<file path="config.mk">
export PLATFORM = sky130hd
export DESIGN_NAME = axis_frame_gen_flat
export DESIGN_NICKNAME = d
export VERILOG_FILES = /design/src/rtl/axis_frame_gen_if.sv /design/src/rtl/axis_frame_gen.sv /design/src/flat_wrapper.sv
export SDC_FILE = /design/constraint.sdc
export NUM_CORES = 1
export LEC_CHECK = 0
export ABC_AREA = 1
export CORE_MARGIN = 2
export CORE_UTILIZATION = 45
export DETAILED_ROUTE_END_ITERATION = 10
export HOLD_SLACK_MARGIN = 0.03
export PLACE_DENSITY_LB_ADDON = 0.08
export REMOVE_ABC_BUFFERS = 1
export SYNTH_ARGS = -nofsm -noshare
export SYNTH_HDL_FRONTEND = slang
export SYNTH_SLANG_ARGS = --single-unit
</file>
<file path="constraint.sdc">
create_clock -name ACLK -period 3.3 [get_ports ACLK]
set_input_delay 0.33 -clock ACLK [delete_from_list [all_inputs] [get_ports ACLK]]
set_output_delay 0.33 -clock ACLK [all_outputs]
set_load 0.02 [all_outputs]
</file>
<file path="src/rtl/axis_frame_gen_if.sv">
// rtl/axis_frame_gen_if.sv - AXI4-Stream video bundle between frame generator and sink
//
// Carries one pixel beat per transfer (tvalid && tready).
//   tdata  [DWID-1:0] pixel data
//   tuser             start-of-frame (pixel 0, line 0)
//   tlast             end-of-line
//   tvalid            beat valid
//   tready            sink ready
// master modport: the generator side; slave modport: the sink side.

interface axis_frame_gen_if #(
   parameter int DWID = 24
) ();
   logic [DWID-1:0] tdata;
   logic            tuser;
   logic            tlast;
   logic            tvalid;
   logic            tready;

   modport master (output tdata, output tuser, output tlast, output tvalid, input tready);
   modport slave  (input tdata, input tuser, input tlast, input tvalid, output tready);
endinterface

</file>
<file path="src/rtl/axis_frame_gen.sv">
// rtl/axis_frame_gen.sv - AXI4-Stream video frame generator (VACT lines x HACT pixels)
//
// Emits frames with TUSER on the first pixel of a frame and TLAST on the last
// pixel of each line, separated by HBLANK idle cycles between lines and VBLANK
// idle cycles after each frame. Honours TREADY back-pressure; every output is
// driven straight from a flop.
//
// Optional feature macro: AXIS_FRAME_GEN_PATTERN_EN
//   defined   : TDATA = {line[11:0], pixel[11:0]} zero-extended to DWID
//   undefined : TDATA = COLOR zero-extended to DWID
//
// Ports:
//   ACLK       in   clock, rising edge
//   ARESETN    in   synchronous active-low reset
//   ENABLE     in   start/continue frame generation (sampled in IDLE and at end of VGAP)
//   AXIS       master modport of axis_frame_gen_if (tdata/tuser/tlast/tvalid out, tready in)
//   BUSY       out  high in any state other than IDLE
//   FRAME_CNT  out  completed frames, wraps 255 -> 0

module axis_frame_gen #(
   parameter int          DWID   = 24,
   parameter int          HACT   = 1920,
   parameter int          VACT   = 1080,
   parameter int          HBLANK = 280,
   parameter int          VBLANK = 45,
   parameter logic [23:0] COLOR  = 24'h808080
) (
   input  logic                     ACLK,
   input  logic                     ARESETN,
   input  logic                     ENABLE,
   axis_frame_gen_if.master         AXIS,
   output logic                     BUSY,
   output logic [7:0]               FRAME_CNT
);

   localparam logic [1:0] S_IDLE = 2'd0;
   localparam logic [1:0] S_LINE = 2'd1;
   localparam logic [1:0] S_HGAP = 2'd2;
   localparam logic [1:0] S_VGAP = 2'd3;

   localparam logic [11:0] PIX_LAST  = 12'(HACT - 1);
   localparam logic [11:0] LINE_LAST = 12'(VACT - 1);
   // Gap terminal counts; unused when the corresponding blank is 0.
   localparam logic [15:0] HGAP_LAST = 16'((HBLANK > 0) ? HBLANK - 1 : 0);
   localparam logic [15:0] VGAP_LAST = 16'((VBLANK > 0) ? VBLANK - 1 : 0);

   logic [1:0]      state_q, state_d;
   logic [11:0]     pixel_q, pixel_d;
   logic [11:0]     line_q, line_d;
   logic [15:0]     gap_q, gap_d;
   logic [7:0]      frame_cnt_q, frame_cnt_d;

   logic            tvalid_q, tvalid_d;
   logic            tuser_q, tuser_d;
   logic            tlast_q, tlast_d;
   logic [DWID-1:0] tdata_q, tdata_d;
   logic            busy_q, busy_d;

   logic            line_beat;
   logic [DWID-1:0] pix_val;

   // Next-state logic. In LINE tvalid_q is always 1, so tready alone marks a transfer.
   always_comb begin
      state_d     = state_q;
      pixel_d     = pixel_q;
      line_d      = line_q;
      gap_d       = gap_q;
      frame_cnt_d = frame_cnt_q;
      case (state_q)
         S_IDLE: begin
            if (ENABLE) begin
               state_d = S_LINE;
               pixel_d = '0;
               line_d  = '0;
            end
         end
         S_LINE: begin
            if (AXIS.tready) begin
               if (pixel_q == PIX_LAST) begin
                  pixel_d = '0;
                  gap_d   = '0;
                  if (line_q == LINE_LAST) begin
                     frame_cnt_d = frame_cnt_q + 8'd1;
                     line_d      = '0;
                     // With no vertical blank the continue/stop decision is taken right here.
                     if (VBLANK != 0) state_d = S_VGAP;
                     else if (ENABLE) state_d = S_LINE;
                     else             state_d = S_IDLE;
                  end else begin
                     line_d  = line_q + 12'd1;
                     state_d = (HBLANK != 0) ? S_HGAP : S_LINE;
                  end
               end else begin
                  pixel_d = pixel_q + 12'd1;
               end
            end
         end
         S_HGAP: begin
            if (gap_q == HGAP_LAST) state_d = S_LINE;
            else                    gap_d   = gap_q + 16'd1;
         end
         S_VGAP: begin
            if (gap_q == VGAP_LAST) state_d = ENABLE ? S_LINE : S_IDLE;
            else                    gap_d   = gap_q + 16'd1;
         end
         default: state_d = S_IDLE;
      endcase
   end

`ifdef AXIS_FRAME_GEN_PATTERN_EN
   assign pix_val = DWID'({line_d, pixel_d});
`else
   assign pix_val = DWID'(COLOR);
`endif

   // Outputs are derived from the next state so they land in the same cycle as
   // the state they describe; a stalled beat recomputes identical values.
   always_comb begin
      line_beat = (state_d == S_LINE);
      tvalid_d  = line_beat;
      tuser_d   = line_beat && (pixel_d == 12'd0) && (line_d == 12'd0);
      tlast_d   = line_beat && (pixel_d == PIX_LAST);
      tdata_d   = line_beat ? pix_val : '0;
      busy_d    = (state_d != S_IDLE);
   end

   always_ff @(posedge ACLK) begin
      if (!ARESETN) begin
         state_q     <= S_IDLE;
         pixel_q     <= '0;
         line_q      <= '0;
         gap_q       <= '0;
         frame_cnt_q <= '0;
         tvalid_q    <= 1'b0;
         tuser_q     <= 1'b0;
         tlast_q     <= 1'b0;
         tdata_q     <= '0;
         busy_q      <= 1'b0;
      end else begin
         state_q     <= state_d;
         pixel_q     <= pixel_d;
         line_q      <= line_d;
         gap_q       <= gap_d;
         frame_cnt_q <= frame_cnt_d;
         tvalid_q    <= tvalid_d;
         tuser_q     <= tuser_d;
         tlast_q     <= tlast_d;
         tdata_q     <= tdata_d;
         busy_q      <= busy_d;
      end
   end

   assign AXIS.tvalid = tvalid_q;
   assign AXIS.tuser  = tuser_q;
   assign AXIS.tlast  = tlast_q;
   assign AXIS.tdata  = tdata_q;
   assign BUSY        = busy_q;
   assign FRAME_CNT   = frame_cnt_q;

endmodule

</file>
<file path="src/flat_wrapper.sv">
// flat-port wrapper written by rule: the top's interface ports become plain ports
module axis_frame_gen_flat 
#(
   parameter int          DWID   = 24,
   parameter int          HACT   = 1920,
   parameter int          VACT   = 1080,
   parameter int          HBLANK = 280,
   parameter int          VBLANK = 45,
   parameter logic [23:0] COLOR  = 24'h808080
)
  (ACLK, ARESETN, ENABLE, BUSY, FRAME_CNT, AXIS_tdata, AXIS_tuser, AXIS_tlast, AXIS_tvalid, AXIS_tready);
  axis_frame_gen_if #(.DWID(DWID)) AXIS_i ();
  input  logic ACLK;
  input  logic ARESETN;
  input  logic ENABLE;
  output logic BUSY;
  output logic [7:0] FRAME_CNT;
  output wire logic [$bits(AXIS_i.tdata)-1:0] AXIS_tdata;
  output wire logic [$bits(AXIS_i.tuser)-1:0] AXIS_tuser;
  output wire logic [$bits(AXIS_i.tlast)-1:0] AXIS_tlast;
  output wire logic [$bits(AXIS_i.tvalid)-1:0] AXIS_tvalid;
  input wire logic [$bits(AXIS_i.tready)-1:0] AXIS_tready;
  assign AXIS_tdata = AXIS_i.tdata;
  assign AXIS_tuser = AXIS_i.tuser;
  assign AXIS_tlast = AXIS_i.tlast;
  assign AXIS_tvalid = AXIS_i.tvalid;
  assign AXIS_i.tready = AXIS_tready;
  axis_frame_gen #(.DWID(DWID), .HACT(HACT), .VACT(VACT), .HBLANK(HBLANK), .VBLANK(VBLANK), .COLOR(COLOR)) u_core (.ACLK(ACLK), .ARESETN(ARESETN), .ENABLE(ENABLE), .AXIS(AXIS_i), .BUSY(BUSY), .FRAME_CNT(FRAME_CNT));
endmodule
</file>
# Word level (Yosys, flattened, before mapping)
# Cells that the tools add are included.
# totals
register_bits	78
inputBits	4
# classes
add_sub_neg	4
n_eq_ne	13
muxes	23
reduce_logical	10
# op_table
cell	count
2-to-1 mux 12 bit	7
2-to-1 mux 16 bit	4
one-hot mux 12 bit (2 select lines)	2
one-hot mux 16 bit (3 select lines)	1
== test 12 x 11 -> 1 bit (second input constant)	3
adder 12 x 1 -> 12 bit (second input constant)	2
logical NOT 12 bit	2
2-to-1 mux 24 bit	1
adder 16 x 1 -> 16 bit (second input constant)	1
== test 16 x 6 -> 1 bit (second input constant)	1
== test 16 x 9 -> 1 bit (second input constant)	1
2-to-1 mux 2 bit	5
adder 8 x 1 -> 8 bit (second input constant)	1
one-hot mux 2 bit (4 select lines)	1
!= test 2 bit (second input constant)	3
AND reduction 5 bit	1
== test 2 x 1 -> 1 bit (second input constant)	2
== test 2 bit (second input constant)	2
AND reduction 4 bit	1
logical AND 1 bit	3
nonzero test 3 bit	1
logical NOT 2 bit	1
2-to-1 mux 1 bit	2
!= test 2 x 1 -> 1 bit (second input constant)	1
nonzero test 2 bit	1

# Depth between registers and ports, before layout
# logic_depth
word_depth	8
depth_mapped	14
ltp_nobuf	14

# Least setup slack after synthesis
# OpenSTA, ideal clock, no wires.
# synth_path
kind	flip-flop to flip-flop
startpoint	register u_core.line_q[0]
endpoint	register u_core.frame_cnt_q[6] (netlist: u_core.FRAME_CNT[6])
setup_ns	0.110
t_arrival_ns	1.693
path_slack_ns	1.498
stages_incl_launch_ff	13
n_path_buf	0
synth_period_minus_slack_ns	1.802
path_cell_list	dfxtp_1 ha_1 nand2_1 nor2_1 nand3_1 nor2_8 inv_4 nor3_4 nand2_2 nor2_1 nand2_1 nand2_1 nor2_1
# synth_via
elab_chain_len	2
# synth_lines
element	line	text
start: declaration	axis_frame_gen.sv:49	logic [11:0] line_q, line_d;
start signal: assignment	axis_frame_gen.sv:142	line_q <= line_d;
== test 12 x 11 -> 1 bit	axis_frame_gen.sv:82	if (line_q == LINE_LAST) begin
AND reduction 4 bit (no source line)	n/a	
end signal: assignment	axis_frame_gen.sv:144	frame_cnt_q <= frame_cnt_d;
end: declaration	axis_frame_gen.sv:51	logic [7:0] frame_cnt_q, frame_cnt_d;
# Every way passes these cells.
# A chain may end at the register's enable or synchronous reset.

# Final worst setup path
# layout_path
startpoint	register u_core.line_q[0]
endpoint	register u_core.tuser_q (netlist: u_core.AXIS.tuser)
# layout_via
elab_chain_len	8
word_cells_on_any_way	15
cone_classes	1 x add/sub; 2 x eq/ne; 9 x mux; 3 x reduce/logical
# layout_lines
element	line	text
branches (longest 7 deep; another with adder 12 x 1 -> 12 bit)	n/a	
logical AND 1 bit *	axis_frame_gen.sv:121	tuser_d = line_beat && (pixel_d == 12'd0) && (line_d == 12'd0);
end signal: assignment	axis_frame_gen.sv:146	tuser_q <= tuser_d;
end: declaration	axis_frame_gen.sv:54	logic tuser_q, tuser_d;
# Mark *: on every way between the ends.

==> impl_metrics.yaml <==
floorplan:
  io_pins: 40
  die-area_mm2: 0.00839
  dieWidth_um: 91.6
  start_util_pct: 47.1
  core_mm2: 0.00733
  die_h_um: 91.6
  rows: 31
synthesis:
  async_reset_ff_share_pct: 0
  netlist.area_leader.share_pct: 31.3
  synth-seq-cells: 54
  synth_sequential_area_ratio_pct: 31.3
  synth_cells: 544
  synthDistinctLibCells: 39
  synth.cell_area_mm2: 0.00345
  synth_flop_cell: "dfxtp_1"
  synth-edff-count: 0
  synth_top_cell_by_area: "dfxtp_1"
  yosysWarnings: 0
  syn_area_per_cell_um2: 6.35
  synth_common_cells: "nand2_1 (122), nor2_1 (86), inv_1 (68)"
  yosysMostFrequentCell: "nand2_1"
  synth.area.top_cells: "dfxtp_1 (31%), nand2_1 (13%), nor2_1 (9.3%)"
worst_setup_path:
  r2r_setup_slack_ns: 1.03
  cp_max_fo: 7
  r2r_end: "u_core.AXIS.tuser$_SDFF_PN0_"
  start_kind: "register"
  r2r_cells: 11
  cp_data_arrival_time_ns: 2.53
  cp_data_required_time_ns: 3.56
  rr_startpoint: "u_core.line_q[0]$_SDFF_PN0_"
  startpoint: "u_core.line_q[0]$_SDFF_PN0_"
  critPathCapture: "u_core.AXIS.tuser$_SDFF_PN0_"
  cp-end-kind: "register"
  crit_type: "reg -> reg"
place:
  place.gp.congestion: 0.876
  port_buffers: 18
  placed_area_mm2: 0.00365
  hpwl_mm: 6.40
  dpl.cell_count: 654
global_route:
  grt_max_degree: 21
  grt_pass1_vias: 3063
  grt_overflow_total: 0
  grtUsageTotal_pct: 20.4
  grt_pass1_wl_mm: 14.0
  antenna_found_initial: 0
clock_tree:
  htreeDepth: 2
  clockBufferDepth: 2
  clk_latency_ns: 0.31
  cts-buffers-inserted: 5
  postCtsSetupBuffers: 0
  cts_hold_buf: 0
  clk_pin_slew_worst_paths_ns: 0.11
  cts_resized: 0
  cts_tree: "built"
  root_buffer: "clkbuf_8"
  cts.sinks: 54
timing:
  fin_crit_sh_pct: 68.7
  finalHoldWorstSlack_ns: 0.500
  tns_ns: 0
  hold_viol_final: 0
  rsz0062_at_grt: "false"
  fin_crit_ns: 2.27
  setup_viol: 0
  finalClockSkew_ns: 0.0151
  max_freq_mhz: 441
  drv_slew: 0
finish:
  final_cells: 662
  area_growth_pct: 8.44
  fillers: 758
  finalInstanceArea_mm2: 0.00375
  drive_gt1_share_pct: 5.86
  nets: 571
  insertedDiodeCount: 0
  finalCoreUtilization_pct: 51.1
drt:
  drt_wl_total_mm: 8.30
  drcViolationCount: 0
  routedWlPerCell_um: 12.5
  ant_nets: 0
  vias: 3337
  drt-pass1-iter-count: 4
  drt_iter0_markers: 165
  viasPerCell: 5.04
pwr:
  p_switching_mw: 0.309
  power.internal_mw: 0.854
  max-vdd-ir-drop_mv: 0.139
  p_leak_nw: 1.62
  p_seq_share_pct: 56.7
  power_density_mw_per_mm2: 311
  pwr-share-clk_pct: 35.0
  swShare_pct: 26.6
  p_comb_share_pct: 8.3
worst_hold_path:
  hold_class: "reg -> reg"
run_status:
  status: "completed"
job:
  drv_cap: 0
[worst max-delay path, cell delays in order, from the launching register on]
cell	delay, ns
dfxtp_1	0.48
ha_1	0.27
nand2_1	0.07
nor2_1	0.15
nand3_1	0.32
nand3_1	0.31
nor2_1	0.07
a21oi_1	0.19
nand3_1	0.10
nor2_1	0.10
nand2_1	0.06
nor2_1	0.09
[cell families (layout without fill, tap and decap cells)]
logic type	count (synthesis)	count (layout)	share of synthesized area [%]
AOI/OAI and AO/OA	64	64	10.1
buffers and inverters	103	102	14.1
DFF	54	54	31.3
xor gates and xnor gates	6	6	1.52
adders and majority gates	5	5	1.81
other	1	21	0.109
and+or+nand+nor	311	311	41.1
[power by group through the flow]
stage                     registers (mW)  clock network [mW]  logic, mW
after floorplan                    0.681                   0     0.0546
after global placement             0.675                   0     0.0956
after detailed placement           0.675                   0     0.0957
after CTS                          0.660               0.418     0.0960
after global routing               0.661               0.451      0.105
final                              0.660               0.407     0.0965
[worst min-delay path by stage]
stage | from | end | depth (start not counted)
finish | u_core.gap_q[0]$_SDFFE_PN0P_ | u_core.gap_q[0]$_SDFFE_PN0P_ | 2
global route | u_core.gap_q[0]$_SDFFE_PN0P_ | u_core.gap_q[0]$_SDFFE_PN0P_ | 2
CTS | u_core.gap_q[0]$_SDFFE_PN0P_ | u_core.gap_q[0]$_SDFFE_PN0P_ | 2
detailed placement | u_core.gap_q[0]$_SDFFE_PN0P_ | u_core.gap_q[0]$_SDFFE_PN0P_ | 2
global placement | u_core.gap_q[0]$_SDFFE_PN0P_ | u_core.gap_q[0]$_SDFFE_PN0P_ | 2
floorplan | ARESETN | u_core.state_q[1]$_SDFF_PN0_ | 2
[per-layer routing]
metal / wire length [µm] / GRT usage (%) / part of all wire (%) / vias up
met1: 3880 / 25.5 / 47 / 1498
met5: 0 / 0 / 0 / -
li1: - / - / - / 1736
met3: 360 / 2.79 / 4.3 / 11
met2: 3910 / 35.6 / 47 / 92
met4: 153 / 7.45 / 1.8 / 0
[cell type report]
cell class	count	area, µm²	share of cell area, %
inverter	73	277	7.38
tap	99	124	3.31
sequential	54	1080	28.9
timing repair buffer	21	203	5.41
clock buffer	6	82.6	2.20
clock inverter	2	16.3	0.434
multi-input combinational	407	1960	52.4
[registers in the layout (all words and copies together) (netlist names)]
signal	flops
u_core.BUSY	1
u_core.gap_q	16
u_core.AXIS.tlast	1
u_core.FRAME_CNT	8
u_core.AXIS.tdata	1
u_core.line_q	12
u_core.state_q	2
u_core.AXIS.tuser	1
u_core.pixel_q	12
[cell usage in the layout, fill, tap and decap left out, types with 4 or more instances in the layout]
| master | netlist | layout |
|---|---|---|
| o21ai_0 | 15 | 15 |
| a21oi_1 | 31 | 31 |
| dfxtp_1 | 54 | 54 |
| nor4_1 | 4 | 4 |
| clkbuf_8 | 0 | 6 |
| xor2_1 | 5 | 5 |
| clkdlybuf4s50_1 | 0 | 18 |
| conb_1 | 1 | 21 |
| nand4_1 | 9 | 9 |
| nand2_2 | 6 | 6 |
| ha_1 | 5 | 5 |
| o21ai_1 | 7 | 7 |
| nand3_1 | 50 | 50 |
| nor3_1 | 18 | 18 |
| inv_1 | 68 | 68 |
| nand2_1 | 122 | 122 |
| nor2_1 | 86 | 86 |
[through the flow]
| stage | setup slack, ns | total power [mW] |
|---|---|---|
| 2_1_floorplan | 1.45 | 0.735 |
| 3_3_place_gp | 0.865 | 0.770 |
| 3_5_place_dp | 0.839 | 0.771 |
| 4_1_cts | 1.07 | 1.17 |
| 5_1_grt | 0.729 | 1.22 |
| 6_report | 1.03 | 1.16 |
(Power assumes the default switching activity.)
